File: src/rtl/viola_mem_pkg.sv
// Shared types and constants for the memory controller.
package viola_mem_pkg;

    typedef enum logic [1:0] {
        ST_IDLE    = 2'd0,
        ST_READ    = 2'd1,
        ST_WRITE   = 2'd2,
        ST_IO_WAIT = 2'd3
    } mem_state_e;

    localparam logic [1:0]  SIZE_BYTE = 2'b00;
    localparam logic [1:0]  SIZE_HALF = 2'b01;
    localparam logic [1:0]  SIZE_WORD = 2'b10;

    localparam logic [31:0] IO_BASE_DEFAULT = 32'h0003_0000;

    // One-hot grant bit positions.
    localparam int GNT_IF  = 0;
    localparam int GNT_LSB = 1;

    // Bytes moved for an LSB size code; the reserved code 11 is a word.
    function automatic logic [2:0] byte_count(input logic [1:0] size);
        case (size)
            SIZE_BYTE: byte_count = 3'd1;
            SIZE_HALF: byte_count = 3'd2;
            default:   byte_count = 3'd4;
        endcase
    endfunction

endpackage

File: src/rtl/mem_arb.sv
// Two-way arbiter between instruction fetch and the load/store buffer.
// MEM_CTRL_FAIR_EN selects round-robin; otherwise LSB always wins a tie.
module mem_arb
    import viola_mem_pkg::*;
(
`ifdef MEM_CTRL_FAIR_EN
    input  logic       clk,
    input  logic       rst_n,
`endif
    input  logic       req_if_i,
    input  logic       req_lsb_i,
    output logic [1:0] gnt_o
);

`ifdef MEM_CTRL_FAIR_EN
    logic last_lsb_q;

    // Remember which side was served last; reset favours LSB on the first tie.
    always_ff @(posedge clk or negedge rst_n) begin
        if (!rst_n)
            last_lsb_q <= 1'b0;
        else if (|gnt_o)
            last_lsb_q <= gnt_o[GNT_LSB];
    end

    // On a tie grant the side that did not win last time.
    always_comb begin
        gnt_o = '0;
        if (req_if_i && req_lsb_i) begin
            if (last_lsb_q)
                gnt_o[GNT_IF] = 1'b1;
            else
                gnt_o[GNT_LSB] = 1'b1;
        end else begin
            gnt_o[GNT_IF]  = req_if_i;
            gnt_o[GNT_LSB] = req_lsb_i;
        end
    end
`else
    // Fixed priority: LSB beats IF.
    always_comb begin
        gnt_o          = '0;
        gnt_o[GNT_LSB] = req_lsb_i;
        gnt_o[GNT_IF]  = req_if_i && !req_lsb_i;
    end
`endif

endmodule

File: src/rtl/mem_ctrl.sv
// Byte-serial memory controller shared by instruction fetch and the LSB.
// Build option: MEM_CTRL_FAIR_EN enables round-robin arbitration.
//
// state    | meaning
// ---------+-----------------------------------------------------------
// IDLE     | waiting; grants a pending request and issues its first byte
// READ     | issuing byte k, capturing byte k-1 from mem_din
// WRITE    | writing byte k of the store data
// IO_WAIT  | IO store held off until io_buffer_full drops
module mem_ctrl
    import viola_mem_pkg::*;
#(
    parameter int                ADDR_W  = 32,
    parameter logic [ADDR_W-1:0] IO_BASE = ADDR_W'(IO_BASE_DEFAULT)
) (
    input  logic              clk,
    input  logic              rst_n,
    input  logic              pause,
    input  logic              flush,
    input  logic              io_buffer_full,
    input  logic [7:0]        mem_din,
    output logic [7:0]        mem_dout,
    output logic [ADDR_W-1:0] mem_a,
    output logic              mem_wr,
    input  logic              if_asking,
    input  logic [ADDR_W-1:0] if_addr,
    output logic [31:0]       if_data,
    output logic              if_ready,
    input  logic              lsb_valid,
    input  logic              lsb_wr,
    input  logic [1:0]        lsb_size,
    input  logic [ADDR_W-1:0] lsb_addr,
    input  logic [31:0]       lsb_wdata,
    output logic [31:0]       lsb_rdata,
    output logic              lsb_ready
);

    mem_state_e        state_q, state_d;
    logic [2:0]        k_q, k_d;
    logic              cur_lsb_q, cur_lsb_d;
    logic              replay_q, replay_d;
    logic [31:0]       buf_q, buf_d;

    logic              if_pend_q, if_pend_d;
    logic [ADDR_W-1:0] if_addr_q, if_addr_d;
    logic              lsb_pend_q, lsb_pend_d;
    logic              lsb_wr_q, lsb_wr_d;
    logic [1:0]        lsb_size_q, lsb_size_d;
    logic [ADDR_W-1:0] lsb_addr_q, lsb_addr_d;
    logic [31:0]       lsb_wdata_q, lsb_wdata_d;

    logic [31:0]       if_data_q, lsb_rdata_q;
    logic              if_ready_q, lsb_ready_q;

    logic              grant_en, req_if, req_lsb;
    logic [1:0]        gnt;
    logic              sel_lsb;
    logic [ADDR_W-1:0] base;
    logic [2:0]        nbytes;
    logic [1:0]        lane;
    logic              done_if, done_lsb;
    logic [31:0]       rdata_fin;

    // A flushed fetch must not be granted in the flush cycle itself.
    assign grant_en = (state_q == ST_IDLE) && !pause;
    assign req_if   = if_pend_q && !flush && grant_en;
    assign req_lsb  = lsb_pend_q && grant_en;

    mem_arb u_arb (
`ifdef MEM_CTRL_FAIR_EN
        .clk       (clk),
        .rst_n     (rst_n),
`endif
        .req_if_i  (req_if),
        .req_lsb_i (req_lsb),
        .gnt_o     (gnt)
    );

    // Transaction fields come straight from the owner's pending registers.
    assign sel_lsb = (state_q == ST_IDLE) ? gnt[GNT_LSB] : cur_lsb_q;
    assign base    = sel_lsb ? lsb_addr_q : if_addr_q;
    assign nbytes  = sel_lsb ? byte_count(lsb_size_q) : 3'd4;
    assign lane    = 2'(k_q - 3'd1);

    // Next-state, bus drive and byte assembly; pause freezes everything.
    always_comb begin
        state_d   = state_q;
        k_d       = k_q;
        cur_lsb_d = cur_lsb_q;
        replay_d  = replay_q;
        buf_d     = buf_q;
        mem_a     = '0;
        mem_dout  = '0;
        mem_wr    = 1'b0;
        done_if   = 1'b0;
        done_lsb  = 1'b0;
        rdata_fin = buf_q;
        if (pause) begin
            if (state_q == ST_READ)
                replay_d = 1'b1;
        end else begin
            case (state_q)
                ST_IDLE: begin
                    if (|gnt) begin
                        cur_lsb_d = gnt[GNT_LSB];
                        k_d       = 3'd1;
                        buf_d     = '0;
                        mem_a     = base;
                        if (gnt[GNT_LSB] && lsb_wr_q) begin
                            if (lsb_addr_q >= IO_BASE && io_buffer_full) begin
                                state_d = ST_IO_WAIT;
                                k_d     = 3'd0;
                            end else begin
                                mem_wr   = 1'b1;
                                mem_dout = lsb_wdata_q[7:0];
                                if (nbytes == 3'd1)
                                    done_lsb = 1'b1;
                                else
                                    state_d = ST_WRITE;
                            end
                        end else begin
                            state_d = ST_READ;
                        end
                    end
                end
                ST_READ: begin
                    if (flush && !cur_lsb_q) begin
                        state_d = ST_IDLE;
                    end else if (replay_q) begin
                        // Re-issue the address whose data arrived during pause.
                        mem_a    = base + ADDR_W'(lane);
                        replay_d = 1'b0;
                    end else begin
                        buf_d[{lane, 3'b000} +: 8] = mem_din;
                        if (k_q == nbytes) begin
                            state_d   = ST_IDLE;
                            rdata_fin = buf_d;
                            done_if   = !cur_lsb_q;
                            done_lsb  = cur_lsb_q;
                        end else begin
                            mem_a = base + ADDR_W'(k_q);
                            k_d   = k_q + 3'd1;
                        end
                    end
                end
                ST_WRITE: begin
                    mem_wr   = 1'b1;
                    mem_a    = base + ADDR_W'(k_q);
                    mem_dout = 8'(lsb_wdata_q >> {k_q, 3'b000});
                    if (k_q == nbytes - 3'd1) begin
                        state_d  = ST_IDLE;
                        done_lsb = 1'b1;
                    end else begin
                        k_d = k_q + 3'd1;
                    end
                end
                ST_IO_WAIT: begin
                    if (!io_buffer_full)
                        state_d = ST_WRITE;
                end
                default: state_d = ST_IDLE;
            endcase
        end
    end

    // Pending capture; flush replaces the fetch target even if one is pending.
    always_comb begin
        if_pend_d   = if_pend_q;
        if_addr_d   = if_addr_q;
        lsb_pend_d  = lsb_pend_q;
        lsb_wr_d    = lsb_wr_q;
        lsb_size_d  = lsb_size_q;
        lsb_addr_d  = lsb_addr_q;
        lsb_wdata_d = lsb_wdata_q;
        if (!pause) begin
            if (flush) begin
                if_pend_d = if_asking;
                if (if_asking)
                    if_addr_d = if_addr;
            end else begin
                if (done_if)
                    if_pend_d = 1'b0;
                if (if_asking && !if_pend_q) begin
                    if_pend_d = 1'b1;
                    if_addr_d = if_addr;
                end
            end
            if (done_lsb)
                lsb_pend_d = 1'b0;
            if (lsb_valid && !lsb_pend_q) begin
                lsb_pend_d  = 1'b1;
                lsb_wr_d    = lsb_wr;
                lsb_size_d  = lsb_size;
                lsb_addr_d  = lsb_addr;
                lsb_wdata_d = lsb_wdata;
            end
        end
    end

    // State, pending and output registers.
    always_ff @(posedge clk or negedge rst_n) begin
        if (!rst_n) begin
            state_q     <= ST_IDLE;
            k_q         <= '0;
            cur_lsb_q   <= 1'b0;
            replay_q    <= 1'b0;
            buf_q       <= '0;
            if_pend_q   <= 1'b0;
            if_addr_q   <= '0;
            lsb_pend_q  <= 1'b0;
            lsb_wr_q    <= 1'b0;
            lsb_size_q  <= '0;
            lsb_addr_q  <= '0;
            lsb_wdata_q <= '0;
            if_data_q   <= '0;
            if_ready_q  <= 1'b0;
            lsb_rdata_q <= '0;
            lsb_ready_q <= 1'b0;
        end else begin
            state_q     <= state_d;
            k_q         <= k_d;
            cur_lsb_q   <= cur_lsb_d;
            replay_q    <= replay_d;
            buf_q       <= buf_d;
            if_pend_q   <= if_pend_d;
            if_addr_q   <= if_addr_d;
            lsb_pend_q  <= lsb_pend_d;
            lsb_wr_q    <= lsb_wr_d;
            lsb_size_q  <= lsb_size_d;
            lsb_addr_q  <= lsb_addr_d;
            lsb_wdata_q <= lsb_wdata_d;
            if_ready_q  <= done_if;
            lsb_ready_q <= done_lsb;
            if (done_if)
                if_data_q <= rdata_fin;
            if (done_lsb && !lsb_wr_q)
                lsb_rdata_q <= rdata_fin;
        end
    end

    assign if_data   = if_data_q;
    assign if_ready  = if_ready_q;
    assign lsb_rdata = lsb_rdata_q;
    assign lsb_ready = lsb_ready_q;

endmodule

File: config.mk
export PLATFORM = sky130hd
export DESIGN_NAME = mem_ctrl
export DESIGN_NICKNAME = d
export VERILOG_FILES = /design/src/rtl/viola_mem_pkg.sv /design/src/rtl/mem_arb.sv /design/src/rtl/mem_ctrl.sv
export SDC_FILE = /design/constraint.sdc
export NUM_CORES = 1
export LEC_CHECK = 0
export ABC_AREA = 1
export BUFFER_PORTS_ARGS = -buffer_cell sky130_fd_sc_hd__buf_2
export CAP_MARGIN = 0
export CELL_PAD_IN_SITES_DETAIL_PLACEMENT = 1
export CELL_PAD_IN_SITES_GLOBAL_PLACEMENT = 1
export CORE_MARGIN = 5
export CORE_UTILIZATION = 38
export CTS_BUF_LIST = sky130_fd_sc_hd__clkbuf_2 sky130_fd_sc_hd__clkbuf_4 sky130_fd_sc_hd__clkbuf_8
export CTS_CLUSTER_SIZE = 30
export DETAILED_ROUTE_END_ITERATION = 16
export GPL_TIMING_DRIVEN = 1
export PLACE_DENSITY_LB_ADDON = 0.3
export SLEW_MARGIN = 20
export SYNTH_ARGS = -nofsm -noshare
export SYNTH_HDL_FRONTEND = slang
export SYNTH_HIERARCHICAL = 1
export SYNTH_SLANG_ARGS = --single-unit
File: constraint.sdc
create_clock -name clk -period 4.2 [get_ports clk]
set_clock_uncertainty 0.15 [all_clocks]
set_input_delay 0.84 -clock clk [delete_from_list [all_inputs] [get_ports clk]]
set_output_delay 0.84 -clock clk [all_outputs]
set_load 0.01 [all_outputs]
==> results of run 1 <==
==> cells in the mapped netlist <==
cell and number:
or2_2 1, xnor2_1 2, o21ai_0 74, nor2_1 148
and2_1 1, a22oi_1 25, clkbuf_1 40, nor4_2 1
buf_1 4, nand2_1 441, o211ai_1 8, nand4_1 4
nand3_1 129, o22ai_1 52, nor2_4 5, nand3_2 3
buf_8 1, nand2_2 25, o21a_1 1, inv_2 7
buf_6 7, nor3_1 9, mux2_2 61, buf_4 4
nor4_1 1, nand3b_1 3, xor2_1 15, ha_1 18
a31oi_1 4, a21oi_1 78, a211oi_1 4, buf_2 18
fa_1 2, a2111oi_0 1, dfrtp_1 206, inv_1 170
o31ai_1 3, o21ai_1 46, nand2_4 7, nor2_2 18
xor2_2 1, clkinv_1 4
==> power groups by stage <==
| stage | clock (mW) | sequential, mW | combinational [mW] |
|---|---|---|---|
| floorplan | 0 | 2.69 | 3.65 |
| finish | 2.12 | 2.78 | 7.22 |
| CTS | 2.16 | 2.77 | 6.88 |
| global placement | 0 | 2.76 | 6.16 |
| detailed placement | 0 | 2.79 | 6.28 |
| global route | 2.26 | 2.84 | 7.81 |
==> path summary, 6_finish.rpt <==
check | start | end | slack (ns)
max in group asynchronous | rst_n | lsb_rdata[17] | 2.85
worst max register to register | state_q[0] | if_data[18] | 0.79
worst min-delay path | rst_n | lsb_wdata_q[3] | 0.14
worst max-delay path | state_q[0] | mem_a[29] | -0.28
min in group clk | lsb_rdata[29] | lsb_rdata[29] | 0.33
worst min register to register | lsb_rdata[29] | lsb_rdata[29] | 0.33
==> worst max-delay path, cell delays in order (launching register included) <==
cell     delay [ns]
dfrtp_1        0.39
inv_2          0.09
ha_4           0.17
nand2_4        0.06
nor2_4         0.16
inv_2          0.08
nand2_4        0.10
nand2_8        0.08
nand2_4        0.08
nand2_4        0.07
ha_4           0.27
a21oi_2        0.05
inv_1          0.06
nand3_2        0.10
nor2_4         0.14
nand2_4        0.09
nor2_4         0.19
nand3_2        0.10
nand2_2        0.06
nor2_1         0.05
nor2_1         0.08
nand2_1        0.08
a21oi_2        0.20
buf_2          0.18
==> kinds of logic (layout without fill, tap and decap cells) <==
logic type / Yosys count / after routing / share of synthesized area [%]
other cells: 0 / 2 / 0
fa+ha+maj: 20 / 20 / 2.14
flops: 206 / 206 / 41.6
simple gates: 796 / 796 / 27.5
compound gates: 296 / 296 / 13.4
buf+inv: 255 / 629 / 8.53
xor+xnor: 18 / 18 / 1.33
mux: 61 / 61 / 5.54
==> state kept, by name, indices dropped and copies added, names as in the netlist <==
signal	cells
lsb_ready	1
replay_q	1
buf_q	32
lsb_size_q	2
lsb_wr_q	1
state_q	2
if_ready	1
if_addr_q	32
lsb_pend_q	1
lsb_wdata_q	32
lsb_rdata	32
if_data	32
cur_lsb_q	1
if_pend_q	1
lsb_addr_q	32
k_q	3
==> metrics by stage <==
step                instance area, sq um  utilization (%)  setup TNS, ns
floorplan                          12500                -              0
global placement                   14900             46.1          -2.06
detailed placement                 14900             46.1          -4.23
CTS                                16300             50.4          -4.62
global route                       16600             51.2         -12.36
finish                             16600             51.2          -6.07
==> routing by layer <==
metal	wire [um]	GRT usage (%)	vias to the layer above
li1	-	-	6083
met1	21700	35.8	6265
met2	22400	42.2	397
met3	3490	6.81	114
met4	1580	9.09	14
met5	69	0	-
==> what timing repair did <==
action                     CTS  global route
cloned                       1             0
setup endpoints to repair   32            32
resized for setup          120            51
pin swaps                   48            38
setup buffers               13             7
==> layout make-up <==
| type | instances | area [sq um] |
|---|---|---|
| Timing Repair Buffer | 380 | 2500 |
| Clock buffer | 61 | 771 |
| Clock inverter | 7 | 72.6 |
| Sequential cell | 206 | 5150 |
| Multi-Input combinational cell | 1191 | 6830 |
| Fill cell | 4070 | 15800 |
| Tap cell | 442 | 553 |
| Antenna cell | 2 | 5.00 |
| Inverter | 181 | 682 |
==> out/metrics.yaml, run 1 <==
finalPower_mw: 12.1
finalWirelength_um: 49200
tightest_slew_ns: 1.14
clockBufferDepth: 3
place_inst: 2380
critPathCaptureType: "output pin"
grt_pass1_wl_um: 76700
cp.required_ns: 3.21
die_height_um: 191
avgSynthCellArea_sq_um: 7.51
grt_pass1_vias: 13800
dp_slack_ns: -0.234
combPwrFrac_pct: 59.6
start_kind: "register"
period_minus_slack_ns: 4.48
hold_class: "primary input to async pin"
yosysTopAreaCellShare_pct: 41.6
p_switching_mw: 5.66
track_usage_pct: 26.7
synth.largest_area_cell: "dfrtp_1"
max-vdd-ir-drop_mv: 0.385
final_cell_mix: "397 x nand2_1, 219 x buf_2, 206 x dfrtp_1"
synth.net_count: 1786
rsz0062_at_grt: "yes"
fin_cells: 2470
routedWlPerCell_um: 19.9
die-area_sq_mm: 0.0364
syn_area_sq_mm: 0.0124
place.detailed.hpwl_um: 36800
viasPerCell: 5.21
ys_ff_latch: 206
setup_viol: 32
pwr_density_cell_mw_per_mm2: 731
initial_core_util_pct: 38.3
setup_ws_ns: -0.284
clock-root-buffer: "clkbuf_8"
violations: "negative setup slack"
syn_inst: 1652
fmax_ghz: 0.223
antenna_found_initial: 9
ys_top_cells_by_area: "dfrtp_1 42%, nand2_1 13%, mux2_2 5.5%"
path_max_fanout: 4
drt-pass1-iter-count: 5
fp-row-count: 66
seq_area_frac_synth_pct: 41.6
p_int_mw: 6.45
fin_crit_sh_pct: 107
dieWidth_um: 191
outcome: "finished, violations left"
clkSlewWorstSetupHoldPaths_ns: 0.06
arrival_ns: 3.49
ff2ff_path_depth: 18
pin_count: 221
clk_latency_ns: 0.56
route.detailed.drc: 0
postCtsHoldBufs: 0
final_nets: 2132
cellLeakagePower_nw: 8.43
grt_max_degree: 75
path_class: "register to output pin"
layout_commonest_cell: "nand2_1"
cts_num_sinks: 206
holdWs_ns: 0.138
syn_to_final_growth_pct: 33.6
switching_share_pct: 46.7
drt_iter0_markers: 868
coreArea_sq_mm: 0.0324
via_count: 12900
cts_max_level: 2
cts_made_buffers: 38
slew_violations: 0
ant_nets: 0
synth_warnings: 6
finalHoldViolCount: 0
drv_cap: 0
drive_above_1_share_pct: 34.5
seqPwrFrac_pct: 22.9
slew_headroom_pct: 23.7
grt-ovfl-total: 0
cts_tree: "yes"
ys_types: 42
io_buffers: 220
gp_congestion: 0.942
power_frac_clock_pct: 17.5
(Power assumes the default switching activity.)
==> inputs of run 2 (changes only) <==
--- a/config.mk
+++ b/config.mk
@@ -20,5 +20,4 @@
 export SLEW_MARGIN = 20
 export SYNTH_ARGS = -nofsm -noshare
 export SYNTH_HDL_FRONTEND = slang
-export SYNTH_HIERARCHICAL = 1
 export SYNTH_SLANG_ARGS = --single-unit
==> out/metrics.yaml, run 2 <==
coreArea_sq_mm: 0.0334
holdWs_ns: 0.120
tns_ns: -4.32
gp_congestion: 0.974
pin_count: 221
syn_inst: 1702
track_usage_pct: 25.4
die_height_um: 193
clkSlewWorstSetupHoldPaths_ns: 0.06
cts_made_buffers: 38
period_minus_slack_ns: 4.53
cp_cell_sequence: "inv_2 -> ha_4 -> nand3_4 -> buf_4 -> nand3_4 -> nand2_4 -> buf_4 -> buf_4 -> buf_4 -> buf_4 -> buf_4 -> buf_4 -> buf_4 -> buf_4 -> buf_4 -> buf_4 -> o22ai_1 -> a21oi_1 -> nor2_2 -> buf_2"
ys_ff_latch: 206
p_int_mw: 6.64
syn_to_final_growth_pct: 31.5
use_met3_pct: 4.21
final_nets: 2155
clockBufferDepth: 3
clk_latency_ns: 0.57
synth.largest_area_cell: "dfrtp_1"
finalHoldViolCount: 0
worst-path-buf-inv: 13
clock-root-buffer: "clkbuf_8"
via_count: 13400
cpPeakStageDelay_ns: 0.40
met2_usage_pct: 41.0
syn_area_sq_mm: 0.0128
final_cell_mix: "414 x nand2_1, 219 x buf_2, 206 x dfrtp_1"
initial_core_util_pct: 38.3
drv_cap: 0
cts_num_sinks: 206
fin_crit_sh_pct: 108
hold_class: "primary input to async pin"
p_switching_mw: 6.24
start_kind: "register"
cp.required_ns: 3.21
synth_edf_count: 0
cellLeakagePower_nw: 8.82
pwr_density_cell_mw_per_mm2: 767
path_class: "register to output pin"
grt_busiest_layer: "met2"
antenna_found_initial: 1
combPwrFrac_pct: 60.9
cts_tree: "yes"
async_flop_share_pct: 100
cts_max_level: 2
max-vdd-ir-drop_mv: 0.374
violations: "negative setup slack"
drt_iter0_markers: 883
postCtsHoldBufs: 0
grt_pass1_vias: 14100
grt_max_degree: 88
cp_common_cell: "buf_4"
setup_viol: 29
io_buffers: 220
crit_family: "buffers and inverters"
yosysTopAreaCellShare_pct: 40.4
finalPower_mw: 12.9
path_max_fanout: 4
num_antenna_cells: 0
seq_area_frac_synth_pct: 40.4
place.detailed.hpwl_um: 35800
fmax_ghz: 0.221
viasPerCell: 5.38
setup_ws_ns: -0.330
route.detailed.drc: 0
finalWirelength_um: 50400
switching_share_pct: 48.5
synth.most_common_cell: "nand2_1"
dieWidth_um: 193
synth_warnings: 0
ys.flop_type: "dfrtp_1"
die-area_sq_mm: 0.0373
power_frac_clock_pct: 16.3
critPathCaptureType: "output pin"
ys_top_cells_by_area: "dfrtp_1 40%, nand2_1 14%, mux2_2 6.9%"
seqPwrFrac_pct: 22.9
slew_headroom_pct: 32.1
outcome: "finished, violations left"
avgSynthCellArea_sq_um: 7.50
routedWlPerCell_um: 20.2
arrival_ns: 3.54
layout_commonest_cell: "nand2_1"
slew_violations: 0
netlist_top_cells_count: "467 x nand2_1, 206 x dfrtp_1, 171 x nand3_1"
rsz0062_at_grt: "yes"
critical-path-slowest-cell: "dfrtp_1"
drt-pass1-iter-count: 5
met1_usage_pct: 35.4
tightest_slew_ns: 1.02
grt_pass1_wl_um: 77700
grt-ovfl-total: 0
ant_nets: 0
ys_types: 51
synth.net_count: 1836
drive_above_1_share_pct: 35.7
fp-row-count: 67
==> run 2: worst reg2reg max path: cells and delay by family, from the launching register on <==
kind | cells | cell delay (ns)
buf+inv | 5 | 0.86
fa+ha+maj | 2 | 0.47
xor+xnor | 1 | 0.14
flops | 1 | 0.40
compound gates | 1 | 0.23
simple gates | 9 | 1.12
==> run 2: cells by family (layout without fill, tap and decap cells) <==
group / after synthesis / count (layout) / share of synthesized area (%)
compound gates: 236 / 236 / 10.1
xor+xnor: 13 / 13 / 0.951
fa+ha+maj: 20 / 20 / 2.08
buf+inv: 261 / 608 / 8.26
flops: 206 / 206 / 40.4
mux: 78 / 78 / 6.88
simple gates: 888 / 888 / 31.3
==> run 2: path summary, 6_finish.rpt <==
| check | from | to | slack (ns) | depth (start not counted) |
|---|---|---|---|---|
| setup / recovery | state_q[0] | mem_a[2] | -0.33 | 20 |
| min in group clk | if_data[5] | if_data[5] | 0.32 | 2 |
| max in group asynchronous | rst_n | lsb_addr_q[24] | 2.85 | 2 |
| setup reg to reg | state_q[0] | lsb_pend_q | 0.69 | 18 |
| hold reg to reg | if_data[5] | if_data[5] | 0.32 | 2 |
| hold / removal | rst_n | if_data[30] | 0.12 | 1 |
==> run 2: cell type report <==
class	count	area (sq um)
clock buffer	56	727
inverter	175	672
fill	4252	16600
multi-input combinational	1235	7240
timing repair buffer	365	2310
tap	448	561
clock inverter	12	109
sequential	206	5150
==> run 2: what timing repair did <==
action,4_1_cts,5_1_grt
buffers inserted,24,20
gates resized for setup,89,114
setup endpoints to repair,32,32
gates cloned,1,0
pin swaps,41,65
==> run 2: stage by stage <==
step	cells	util [%]	worst slack (ns)	cell area [sq um]
final	2497	50.3	-0.330	16800
after global routing	2497	50.3	-0.416	16800
after CTS	2477	48.6	-0.0780	16200
after detailed placement	2384	44.5	-0.126	14800
after global placement	2384	44.5	-0.0936	14800
after floorplan	1702	-	0.00258	12800
==> run 2: metal layers <==
metal / up-vias / share of wire, %
met2: 407 / 47
met3: 112 / 6.2
met1: 6690 / 44
li1: 6211 / -
met4: 2 / 2.9
met5: - / 0.026
==> run 2: power by group through the flow <==
stage	sequential, mW	combinational, mW	clock, mW
after global placement	2.92	6.28	0
after floorplan	2.86	4.02	0
after global routing	3.00	8.45	2.23
after detailed placement	2.95	6.48	0
final	2.94	7.83	2.10
after CTS	2.93	7.07	2.14
==> inputs of run 3 (changes only) <==
--- a/config.mk
+++ b/config.mk
@@ -15,6 +15,7 @@
 export CTS_BUF_LIST = sky130_fd_sc_hd__clkbuf_2 sky130_fd_sc_hd__clkbuf_4 sky130_fd_sc_hd__clkbuf_8
 export CTS_CLUSTER_SIZE = 30
 export DETAILED_ROUTE_END_ITERATION = 16
+export GPL_ROUTABILITY_DRIVEN = 0
 export GPL_TIMING_DRIVEN = 1
 export PLACE_DENSITY_LB_ADDON = 0.3
 export SLEW_MARGIN = 20
==> constraint.sdc (replaced) <==
create_clock -name clk -period 4.2 [get_ports clk]
set_clock_uncertainty 0.15 [all_clocks]
set_input_delay 0.42 -clock clk [delete_from_list [all_inputs] [get_ports clk]]
set_output_delay 0.42 -clock clk [all_outputs]
set_load 0.01 [all_outputs]
==> out/metrics.yaml, run 3 (same netlist as run 2, synthesis figures left out) <==
drt_iter0_markers: 880
holdPathStages: 3
grt_max_degree: 123
track_usage_pct: 25.9
cp_common_cell: "nand2_1"
cp.required_ns: 3.63
p_switching_mw: 5.62
holdPathEnd: "lsb_addr_q[22]"
fin_crit_sh_pct: 97.0
p_int_mw: 5.71
die_height_um: 193
clockBufferDepth: 3
arrival_ns: 3.50
via_count: 13400
slew_headroom_pct: 30.5
outcome: "finished, final reports clean"
cts_max_level: 2
fillers: 4233
finalHoldViolCount: 0
routedWlPerCell_um: 20.3
place_inst: 2313
critical-path-slowest-cell: "dfrtp_1"
dieWidth_um: 193
r2r-start: "state_q[1]"
worst-path-buf-inv: 4
ff2ff_path_depth: 16
cp_cell_sequence: "inv_2 -> ha_4 -> nand3_4 -> nand2_8 -> buf_4 -> nand2_2 -> inv_2 -> nand2_1 -> nand2_1 -> nand2_1 -> nand3_1 -> nand2_1 -> nand2_2 -> a22oi_1 -> a21oi_1 -> buf_2"
finalWirelength_um: 50400
ant_nets: 0
rsz0062_at_grt: "yes"
drv_cap: 0
switching_share_pct: 49.6
start_kind: "register"
initial_core_util_pct: 38.3
path_class: "register to output pin"
io_buffers: 220
clk_latency_ns: 0.56
min_from: "lsb_addr[22]"
drive_above_1_share_pct: 25.6
final_nets: 2146
cts_num_sinks: 206
grt_pass1_vias: 14200
fmax_ghz: 0.245
cpPeakStageDelay_ns: 0.42
grt_pass1_wl_um: 79200
crit_family: "simple AND/OR/NAND/NOR gates"
cellLeakagePower_nw: 8.42
route.detailed.drc: 0
antenna_found_initial: 5
fin_cells: 2487
combPwrFrac_pct: 57.1
viasPerCell: 5.39
period_minus_slack_ns: 4.07
pwr_density_cell_mw_per_mm2: 697
seqPwrFrac_pct: 26.0
pin_count: 221
clkSlewWorstSetupHoldPaths_ns: 0.06
power_frac_clock_pct: 16.9
setup_viol: 0
hold_class: "primary input to register"
path_max_fanout: 13
place.detailed.hpwl_um: 34000
critPathCaptureType: "output pin"
r2r_end: "lsb_rdata[29]"
clock-root-buffer: "clkbuf_8"
coreArea_sq_mm: 0.0334
tightest_slew_ns: 1.04
syn_to_final_growth_pct: 27.4
drt-pass1-iter-count: 7
grt-ovfl-total: 0
cts_tree: "yes"
final_cell_area_sq_mm: 0.0163
cts_made_buffers: 37
final_cell_mix: "457 x nand2_1, 219 x buf_2, 206 x dfrtp_1"
dpl-instance-area_sq_mm: 0.0143
die-area_sq_mm: 0.0373
r2r_slack_ns: 0.84
holdWs_ns: 0.0183
max-vdd-ir-drop_mv: 0.355
fp-row-count: 67
layout_commonest_cell: "nand2_1"
slew_violations: 0
cp_num_cells: 16
-- run 3: cell types whose count changed in the layout (fill, tap and decap cells not counted), sizes merged --
cell / before / now
bufinv: 1 / 0
bufbuf: 1 / 0
dlygate4sd3: 0 / 90
diode: 0 / 2
clkbuf: 57 / 58
buf: 363 / 266
inv: 172 / 171
nand2: 496 / 497
clkinv: 12 / 8
-- run 3: final cells by class --
cell class / instances / area, sq um / share of cell area [%]
repair buffers: 356 / 2410 / 14.8
flip-flops and latches: 206 / 5150 / 31.7
clock buffers: 58 / 692 / 4.26
clock inverters: 6 / 41.3 / 0.254
inverters: 175 / 657 / 4.04
multi-input cells: 1236 / 6730 / 41.4
well taps: 448 / 561 / 3.45
diodes: 2 / 5.00 / 0.0308
-- run 3: timing repair --
item	CTS	global route
resized for setup	24	20
pin swaps	8	12
endpoints found under the setup margin	29	27
hold endpoints to repair	174	1
gates cloned	1	0
hold buffers	89	1
setup buffers	2	14
-- run 3: power groups by stage --
stage / clock network [mW] / registers (mW) / logic, mW
detailed placement: 0 / 2.95 / 5.92
finish: 1.91 / 2.94 / 6.47
floorplan: 0 / 2.86 / 4.01
global route: 2.06 / 3.00 / 7.06
CTS: 1.94 / 2.92 / 6.14
global placement: 0 / 2.91 / 5.69
-- run 3: worst max-delay path by stage --
| stage | from | endpoint | slack, ns |
|---|---|---|---|
| 2_1_floorplan | state_q[0] | mem_a[24] | 0.55 |
| 3_3_place_gp | state_q[0] | mem_a[29] | 0.39 |
| 3_5_place_dp | state_q[0] | mem_a[24] | 0.25 |
| 4_1_cts | state_q[1] | mem_a[27] | -0.007 |
| 5_1_grt | state_q[1] | mem_a[24] | -0.05 |
| 6_report | state_q[1] | mem_a[1] | 0.13 |
-- run 3: stage by stage --
stage / worst slack [ns] / util, % / power, mW / TNS (ns)
final: 0.126 / 48.7 / 11.3 / 0
after global routing: -0.0510 / 48.7 / 12.1 / -0.309
after CTS: -0.00695 / 48.0 / 11.0 / -0.0182
after detailed placement: 0.249 / 42.8 / 8.86 / 0
after global placement: 0.386 / 42.8 / 8.60 / 0
after floorplan: 0.551 / - / 6.88 / 0
-- run 3: metal layers --
layer	global-route usage, %	vias to the layer above	share of wire [%]
li1	-	6198	-
met1	35.1	6603	44
met2	42.3	460	47
met3	4.84	128	6.2
met4	8.23	6	3.4
met5	0	-	0.065
-- run 3: tightest hold or removal path, delay by kind of cell --
kind                   cells  cell delay, ns
AO/OA/AOI/OAI              1            0.11
AND/OR/NAND/NOR            1            0.04
buffers and inverters      1            0.08
